===== src/rtl/fifo_rd_arb.sv =====
`default_nettype none
// ============================================================================
// Module  : fifo_rd_arb
// Brief   : Round-robin, burst-limited arbiter sharing the async FIFO read port.
// Revision: 1.0
// ============================================================================
module fifo_rd_arb #(
    parameter int DSIZE = 8,
    parameter int NREQ  = 4,
    parameter int BURST = 4
) (
    input  logic             i_clk,
    input  logic             i_rst,
    input  logic [NREQ-1:0]  i_req,
    input  logic             i_rempty,
    input  logic [DSIZE-1:0] i_rdata,
    output logic             o_rinc,
    output logic [NREQ-1:0]  o_gnt,
    output logic [DSIZE-1:0] o_data,
    output logic [NREQ-1:0]  o_valid
);

    localparam int              IW       = (NREQ > 1) ? $clog2(NREQ) : 1;
    localparam int              CW       = (BURST > 0) ? $clog2(BURST + 1) : 1;
    localparam logic [IW-1:0]   LAST_RST = IW'(NREQ - 1);
    localparam logic [CW-1:0]   BURST_C  = CW'(BURST);
    localparam logic [NREQ-1:0] ONE      = NREQ'(1);

    typedef enum logic [0:0] {
        IDLE  = 1'b0,
        GRANT = 1'b1
    } state_t;

    state_t        state;
    state_t        state_nxt;
    logic [IW-1:0] owner;
    logic [IW-1:0] last;
    logic [IW-1:0] pick;
    logic [IW-1:0] idx;
    logic          found;
    logic [CW-1:0] cnt;
    logic [CW-1:0] cnt_inc;
    logic          pop;
    logic          rel;
    logic          start;

    assign cnt_inc = cnt + 1'b1;

    // Rotating priority: first requester strictly after the last winner.
    always_comb begin
        pick  = last;
        found = 1'b0;
        idx   = '0;
        for (int i = 1; i <= NREQ; i++) begin
            idx = IW'((int'(last) + i) % NREQ);
            if (!found && i_req[idx]) begin
                pick  = idx;
                found = 1'b1;
            end
        end
    end

    always_ff @(posedge i_clk or posedge i_rst) begin
        if (i_rst) begin
            state <= IDLE;
        end else begin
            state <= state_nxt;
        end
    end

    // All release causes are OR-ed so a BURST-hitting pop and an empty/drop
    // release collapse into a single return to IDLE.
    always_comb begin
        state_nxt = state;
        pop       = 1'b0;
        rel       = 1'b0;
        start     = 1'b0;
        o_rinc    = 1'b0;
        case (state)
            IDLE: begin
                if (|i_req && !i_rempty) begin
                    start     = 1'b1;
                    state_nxt = GRANT;
                end
            end
            GRANT: begin
                pop = i_req[owner] & ~i_rempty;
                rel = (pop && (cnt_inc == BURST_C)) || !i_req[owner] || i_rempty;
                if (rel) begin
                    state_nxt = IDLE;
                end
            end
            default: begin
                state_nxt = IDLE;
            end
        endcase
        o_rinc = pop;
    end

    always_ff @(posedge i_clk or posedge i_rst) begin
        if (i_rst) begin
            owner   <= '0;
            last    <= LAST_RST;
            cnt     <= '0;
            o_gnt   <= '0;
            o_valid <= '0;
            o_data  <= '0;
        end else begin
            o_valid <= pop ? (ONE << owner) : '0;
            if (pop) begin
                o_data <= i_rdata;
                cnt    <= cnt_inc;
            end
            if (start) begin
                owner <= pick;
                last  <= pick;
                cnt   <= '0;
                o_gnt <= ONE << pick;
            end else if (rel) begin
                o_gnt <= '0;
            end
        end
    end

endmodule
`default_nettype wire


===== config.mk =====
export PLATFORM = sky130hd
export DESIGN_NAME = fifo_rd_arb
export DESIGN_NICKNAME = d
export VERILOG_FILES = /design/src/rtl/fifo_rd_arb.sv
export SDC_FILE = /design/constraint.sdc
export NUM_CORES = 1
export LEC_CHECK = 0
export CORE_MARGIN = 3
export CORE_UTILIZATION = 46
export CTS_CLUSTER_SIZE = 10
export DETAILED_ROUTE_END_ITERATION = 7
export GPL_TIMING_DRIVEN = 0
export PLACE_DENSITY = 0.78
export SETUP_SLACK_MARGIN = 0.15
export SLEW_MARGIN = 40
export SYNTH_ARGS = -nofsm -noshare
export SYNTH_HDL_FRONTEND = slang
export SYNTH_SLANG_ARGS = --single-unit

===== constraint.sdc =====
create_clock -name i_clk -period 2.4 [get_ports i_clk]
set_clock_uncertainty 0.2 [all_clocks]
set_input_delay 0.48 -clock i_clk [delete_from_list [all_inputs] [get_ports i_clk]]
set_output_delay 0.48 -clock i_clk [all_outputs]
set_load 0.005 [all_outputs]

Word-level counts from Yosys, hierarchy flattened
Index checks and enable logic that the tools add are counted.
{ "word_totals": {"register_bits": 24, "wordCells": 66} }
{ "op_classes": {"add_sub_neg": 5, "n_lt_le_gt_ge": 5, "n_eq_ne": 1, "n_shift": 2, "muxes": 28, "n_bitwise": 3, "reduce_logical": 15} }
{ "ops": {"columns": ["op", "n"], "rows": [
  ["$lt 2x3->1 const B", 5],
  ["$mux 1", 13],
  ["$mux 4", 3],
  ["$bmux 1 s2", 5],
  ["$mux 2", 4],
  ["$shl 1x2->4 const A", 2],
  ["$mux 3", 2],
  ["$logic_and 1x1->1", 5],
  ["$logic_not 1->1", 5],
  ["$add 2x1->2 const B", 2],
  ["$add 2x2->2 const B", 2],
  ["$reduce_bool 2->1", 2],
  ["$reduce_or 4->1", 1],
  ["$add 3x1->3 const B", 1],
  ["$eq 3x3->1 const B", 1],
  ["$logic_or 1x1->1", 2],
  ["$not 1->1", 2],
  ["$pmux 1 s2", 1],
  ["$and 1x1->1", 1]
]} }

Longest topological paths before layout
{ "depth": {"ltp_word": 15, "ltp_mapped": 6} }

Worst setup path before layout
No wires, ideal clock.
{ "synth_timing": {"path_kind": "reg2reg", "startpoint": "reg last[1]", "endpoint": "reg o_gnt[0]", "setup_time_ns": 0.068, "t_arrival_ns": 1.682, "required_ns": 2.132, "setup_slack_ns": 0.450, "path_stages_with_launch": 6, "path_buffers": 1, "period_less_slack_ns": 1.950, "cell_sequence": "dfstp_2 -> clkbuf_1 -> mux2i_1 -> nor2_1 -> a311oi_1 -> a32o_1"} }
{ "synth_via": {"elab_chain_cells": 15, "word_cells_on_any_way": 27, "classes_between": "add/sub: 4; shift: 1; mux: 16; reduce/logical: 6"} }
{ "synth_rtl": {"columns": ["element", "line", "text"], "rows": [
  ["start: declaration", "37", "logic [IW-1:0] last;"],
  ["start signal: assignment", "116", "last <= pick;"],
  ["$add 2x1->2", "55", "idx = IW'((int'(last) + i) % NREQ);"],
  ["$bmux 1 s2", "56", "if (!found && i_req[idx]) begin"],
  ["$mux 1 (implied by the code)", "56", null],
  ["$mux 1", "56", null],
  ["$logic_not 1->1", "56", null],
  ["$logic_and 1x1->1", "56", null],
  ["$mux 1", "56", null],
  ["$logic_not 1->1", "56", null],
  ["$logic_and 1x1->1", "56", null],
  ["$mux 1", "56", null],
  ["$logic_not 1->1", "56", null],
  ["$logic_and 1x1->1", "56", null],
  ["$mux 2 *", "56", null],
  ["$shl 1x2->4 *", "118", "o_gnt <= ONE << pick;"],
  ["$mux 4 *", "114", "if (start) begin"],
  ["end signal: assignment", "118", null],
  ["end: declaration", "18", "output logic [NREQ-1:0] o_gnt,"]
]} }
Every way passes the cells marked *; elsewhere a longest branch is shown, timed or not. The select of a mux whose other input is x is not followed.
A chain may end at the register's enable or synchronous reset.

Final worst setup path
{ "layout_timing": {"startpoint": "reg owner[1]", "endpoint": "out o_rinc"} }
{ "layout_via": {"elab_chain_cells": 4} }
{ "layout_rtl": {"columns": ["element", "line", "text"], "rows": [
  ["start: declaration", "36", "logic [IW-1:0] owner;"],
  ["start signal: assignment", "115", "owner <= pick;"],
  ["$bmux 1 s2", "87", "pop = i_req[owner] & ~i_rempty;"],
  ["$mux 1 (implied by the code)", "87", null],
  ["$and 1x1->1", "87", null],
  ["$mux 1", "79", "case (state)"],
  ["end: declaration", "17", "output logic o_rinc,"]
]} }
Every way passes these cells. The select of a mux whose other input is x is not followed.

==> results.txt <==
----------------------------------------------------
[Synthesis]
  Post-Synthesis Cells ... 92
  Async set-or-reset flop fraction in the synthesized netlist ... 100.0%
  Synthesized cell area ... 1107 um^2
  Flip-flop cell with the highest count after synthesis ... sky130_fd_sc_hd__dfrtp_1
  Synth unique cells ... 31
  Yosys top cell area share ... 49.72%
  Largest area contributor in the synthesized netlist ... sky130_fd_sc_hd__dfrtp_1
  Number of enable-type register cells in the synthesized netlist ... 0
  Ys Warns ... 0
  Synthesis-stage register bit count ... 24
  Area contributors post-synth ... sky130_fd_sc_hd__dfrtp_1, sky130_fd_sc_hd__mux2_4, sky130_fd_sc_hd__dfstp_2
  Proportion of synthesized chip area in sequential cells ... 54.46%
  Number of nets in the synthesized netlist ... 109
  Post-Synthesis Mean Instance Area ... 12.04 um^2

[Worst setup path]
  Crit path arrival time ... 1.69 ns
  Crit path kind ... reg -> out
  Series of cell instances along the critical path ... mux2_4 -> a22o_4 -> nand2_4 -> inv_4 -> buf_8 -> buf_6
  Cells on worst reg2reg path ... 5
  CP startpoint kind ... flip-flop
  Slack of the worst reg-to-reg path ... 0.29 ns
  Element type at the critical path end ... primary output
  Critical path peak fanout ... 3
  Reg-to-Reg End ... o_gnt[2]
  Required time of the worst setup path ... 1.72 ns
  Slowest Stage Delay on Critical Path ... 0.45 ns
  Worst setup startpoint ... owner[1]
  Critical path capture point ... o_rinc
  Slowest stage cell on the critical path ... sky130_fd_sc_hd__dfrtp_1
  Launch instance of the worst register-to-register path ... last[1]

[Floorplanning]
  Die X-Extent ... 55.07 um
  Std-Cell Rows ... 17
  DIE AREA ... 3032 um^2
  Ports ... 32
  Starting utilization of the core area ... 49.11%
  Core outline area ... 2255 um^2
  Vertical extent of the die ... 55.07 um

[Cells and area]
  FF/Latch Area ... 603.1 um^2
  Area of the multi-input gates ... 479.2 um^2
  Final-stage net count ... 152
  Non-Filler Instances ... 162
  Share of post-route cells with drive strength above 1 ... 23.88%
  Number of antenna diodes ... 0
  Layout-stage area growth over the synthesis result ... 40.79%
  Number of inserted filler cells in the final layout ... 179
  Utilization after layout ... 69.15%

[STA]
  Measured slew at the worst slew-check pin ... 0.5755 ns
  Number of pins with negative max-slew slack in the final report ... 0
  Share of the clock period used by the worst path after layout ... 98.56%
  Smallest setup slack after layout ... 0.03458 ns
  TNS Setup ... 0 ns
  Final min period ... 2.365 ns
  Setup repair after global routing missed its margin ... yes
  Relative slew slack ... 61.31%
  Maximum operating frequency ... 422.8 MHz
  Endpoints failing hold ... 0
  Number of setup violations in the final report ... 0

[Pwr]
  Power density of the placed cells ... 1121 nW/um^2
  Maximum vdd drop ... 0.0006235 V
  Leakage power ... 0.0007325 uW

[Clock tree]
  Clock Pin Slew Worst Setup and Hold Paths ... 0.14 ns
  Number of buffers added by the clock tree synthesis step ... 3
  Count of H-tree levels built during CTS ... 1
  Root cell of the clock tree ... sky130_fd_sc_hd__clkbuf_4
  Clock tree from TritonCTS ... yes
  Clock latency of the later-clocked register in the worst-skew pair ... 0.32 ns
  Buffer levels on the longest clock path ... 2
  Number of clock sinks seen by CTS ... 24

[Place]
  Final HPWL DP ... 1667 um
  Placement-stage worst setup slack ... -0.6028 ns
  Number of cells in the design after placement ... 151
  Routability congestion estimate from global placement ... 0.6886
  Port bufs ... 31

[Min path]
  Type of the tightest min-delay check ... in -> async

[Global routing]
  Wire length of the first global-routing pass ... 3801 um
  Antenna violations before repair ... 0
  Largest net degree at the start of global routing ... 25
  Grt ovf ... 0
  Global Route Usage Sum ... 17.93%
  Via count of the first global-routing pass ... 833

[Routing]
  Antenna Nets Post-Route ... 0
  Routed via count ... 862
  Detailed Route Iter0 Violations ... 9
  1st-pass router iterations ... 4
  Average wire per standard cell ... 14.67 um
  Sum of routed wire length over all layers ... 2377 um
  Via density per instance ... 5.321
  Drt drc ... 0

[Status]
  Result of the run ... completed

[Job]
  Max-Cap Viols ... 0

----------------------------------------------------
-- logic make-up (layout without fill, tap and decap cells) --
group | after synthesis | after routing | share of synthesized area [%]
AO/OA/AOI/OAI | 17 | 17 | 11.53
adder cells (fa/ha/maj) | 2 | 2 | 2.260
buffers and inverters | 9 | 51 | 3.955
flip-flops | 24 | 24 | 54.46
multiplexers | 13 | 13 | 15.25
AND/OR/NAND/NOR | 27 | 27 | 12.54
-- placed cells by master (no fill, tap or decap), types with 3 or more instances in the layout --
cell	instances
sky130_fd_sc_hd__inv_1	5
sky130_fd_sc_hd__buf_4	7
sky130_fd_sc_hd__clkdlybuf4s50_1	25
sky130_fd_sc_hd__a21oi_1	5
sky130_fd_sc_hd__mux2_4	8
sky130_fd_sc_hd__dfrtp_1	22
sky130_fd_sc_hd__nand2_1	7
sky130_fd_sc_hd__dlygate4sd2_1	5
sky130_fd_sc_hd__nor2_1	6
sky130_fd_sc_hd__nor3_1	3
sky130_fd_sc_hd__mux2i_1	3
sky130_fd_sc_hd__clkbuf_4	3
-- worst min-delay path by stage --
stage                  start         end  slack [ns]  cells past startpoint
global route           i_rst   o_data[3]        0.34                      2
CTS                   cnt[0]      cnt[0]        0.30                      1
floorplan             cnt[0]      cnt[0]        0.25                      1
global placement    o_gnt[1]    o_gnt[1]        0.28                      1
detailed placement    cnt[0]      cnt[0]        0.28                      1
finish                 i_rst  o_valid[3]        0.30                      2
-- cells in the mapped netlist (3+ instances only) --
library cell	number
sky130_fd_sc_hd__a21oi_1	5
sky130_fd_sc_hd__dfrtp_1	22
sky130_fd_sc_hd__inv_1	6
sky130_fd_sc_hd__mux2_2	3
sky130_fd_sc_hd__mux2_4	7
sky130_fd_sc_hd__mux2i_1	3
sky130_fd_sc_hd__nand2_1	7
sky130_fd_sc_hd__nor2_1	6
sky130_fd_sc_hd__nor3_1	3
-- layout make-up --
type | count | share of cell area, %
Timing Repair Buffer | 38 | 22.95
Sequential cell | 24 | 38.68
Tap cell | 28 | 2.247
Multi-Input combinational cell | 59 | 30.74
Buffer | 2 | 1.204
Clock buffer | 4 | 2.327
Inverter | 7 | 1.846
-- repair_timing --
item                                    CTS  global route
endpoints found under the setup margin    1             1
buffers inserted                          6             1
gates cloned                              0             0
gates resized for setup                  12             1
pin swaps                                 2             0
hold buffers                              0             0
-- state kept, by name, summed over array words and instances, names as in the netlist --
name and flops:
owner 2, cnt 3, state 1, last 2
o_valid 4, o_data 8, o_gnt 4
-- layer usage --
layer / track usage (%) / vias to the layer above / routed length [um]
met5: 0 / - / 0
met2: 31.89 / 18 / 1229
met1: 22.18 / 429 / 1054
met3: 2.413 / 5 / 54
li1: - / 410 / -
met4: 6.073 / 0 / 39
-- power breakdown --
group | switching (uW) | internal, uW
combinational | 321 | 513
clock | 120 | 92.7
sequential | 121 | 581
total | 561 | 1190
-- critical path, delay by kind of cell, from the launching register on --
kind | cells | cell delay (ns)
AOI/OAI and AO/OA | 1 | 0.26
buffers and inverters | 3 | 0.25
DFF | 1 | 0.45
muxes | 1 | 0.33
and+or+nand+nor | 1 | 0.08
-- through the flow --
stage | instance area, um^2 | total power [uW] | hold WS (ns)
after floorplan | 1107 | 1110 | 0.2516
after global placement | 1453 | 1427 | 0.2765
after CTS | 1536 | 1725 | 0.2993
final | 1559 | 1748 | 0.2969
after detailed placement | 1453 | 1457 | 0.2790
after global routing | 1559 | 1861 | 0.3364
Power figures use the tool's default switching activity.
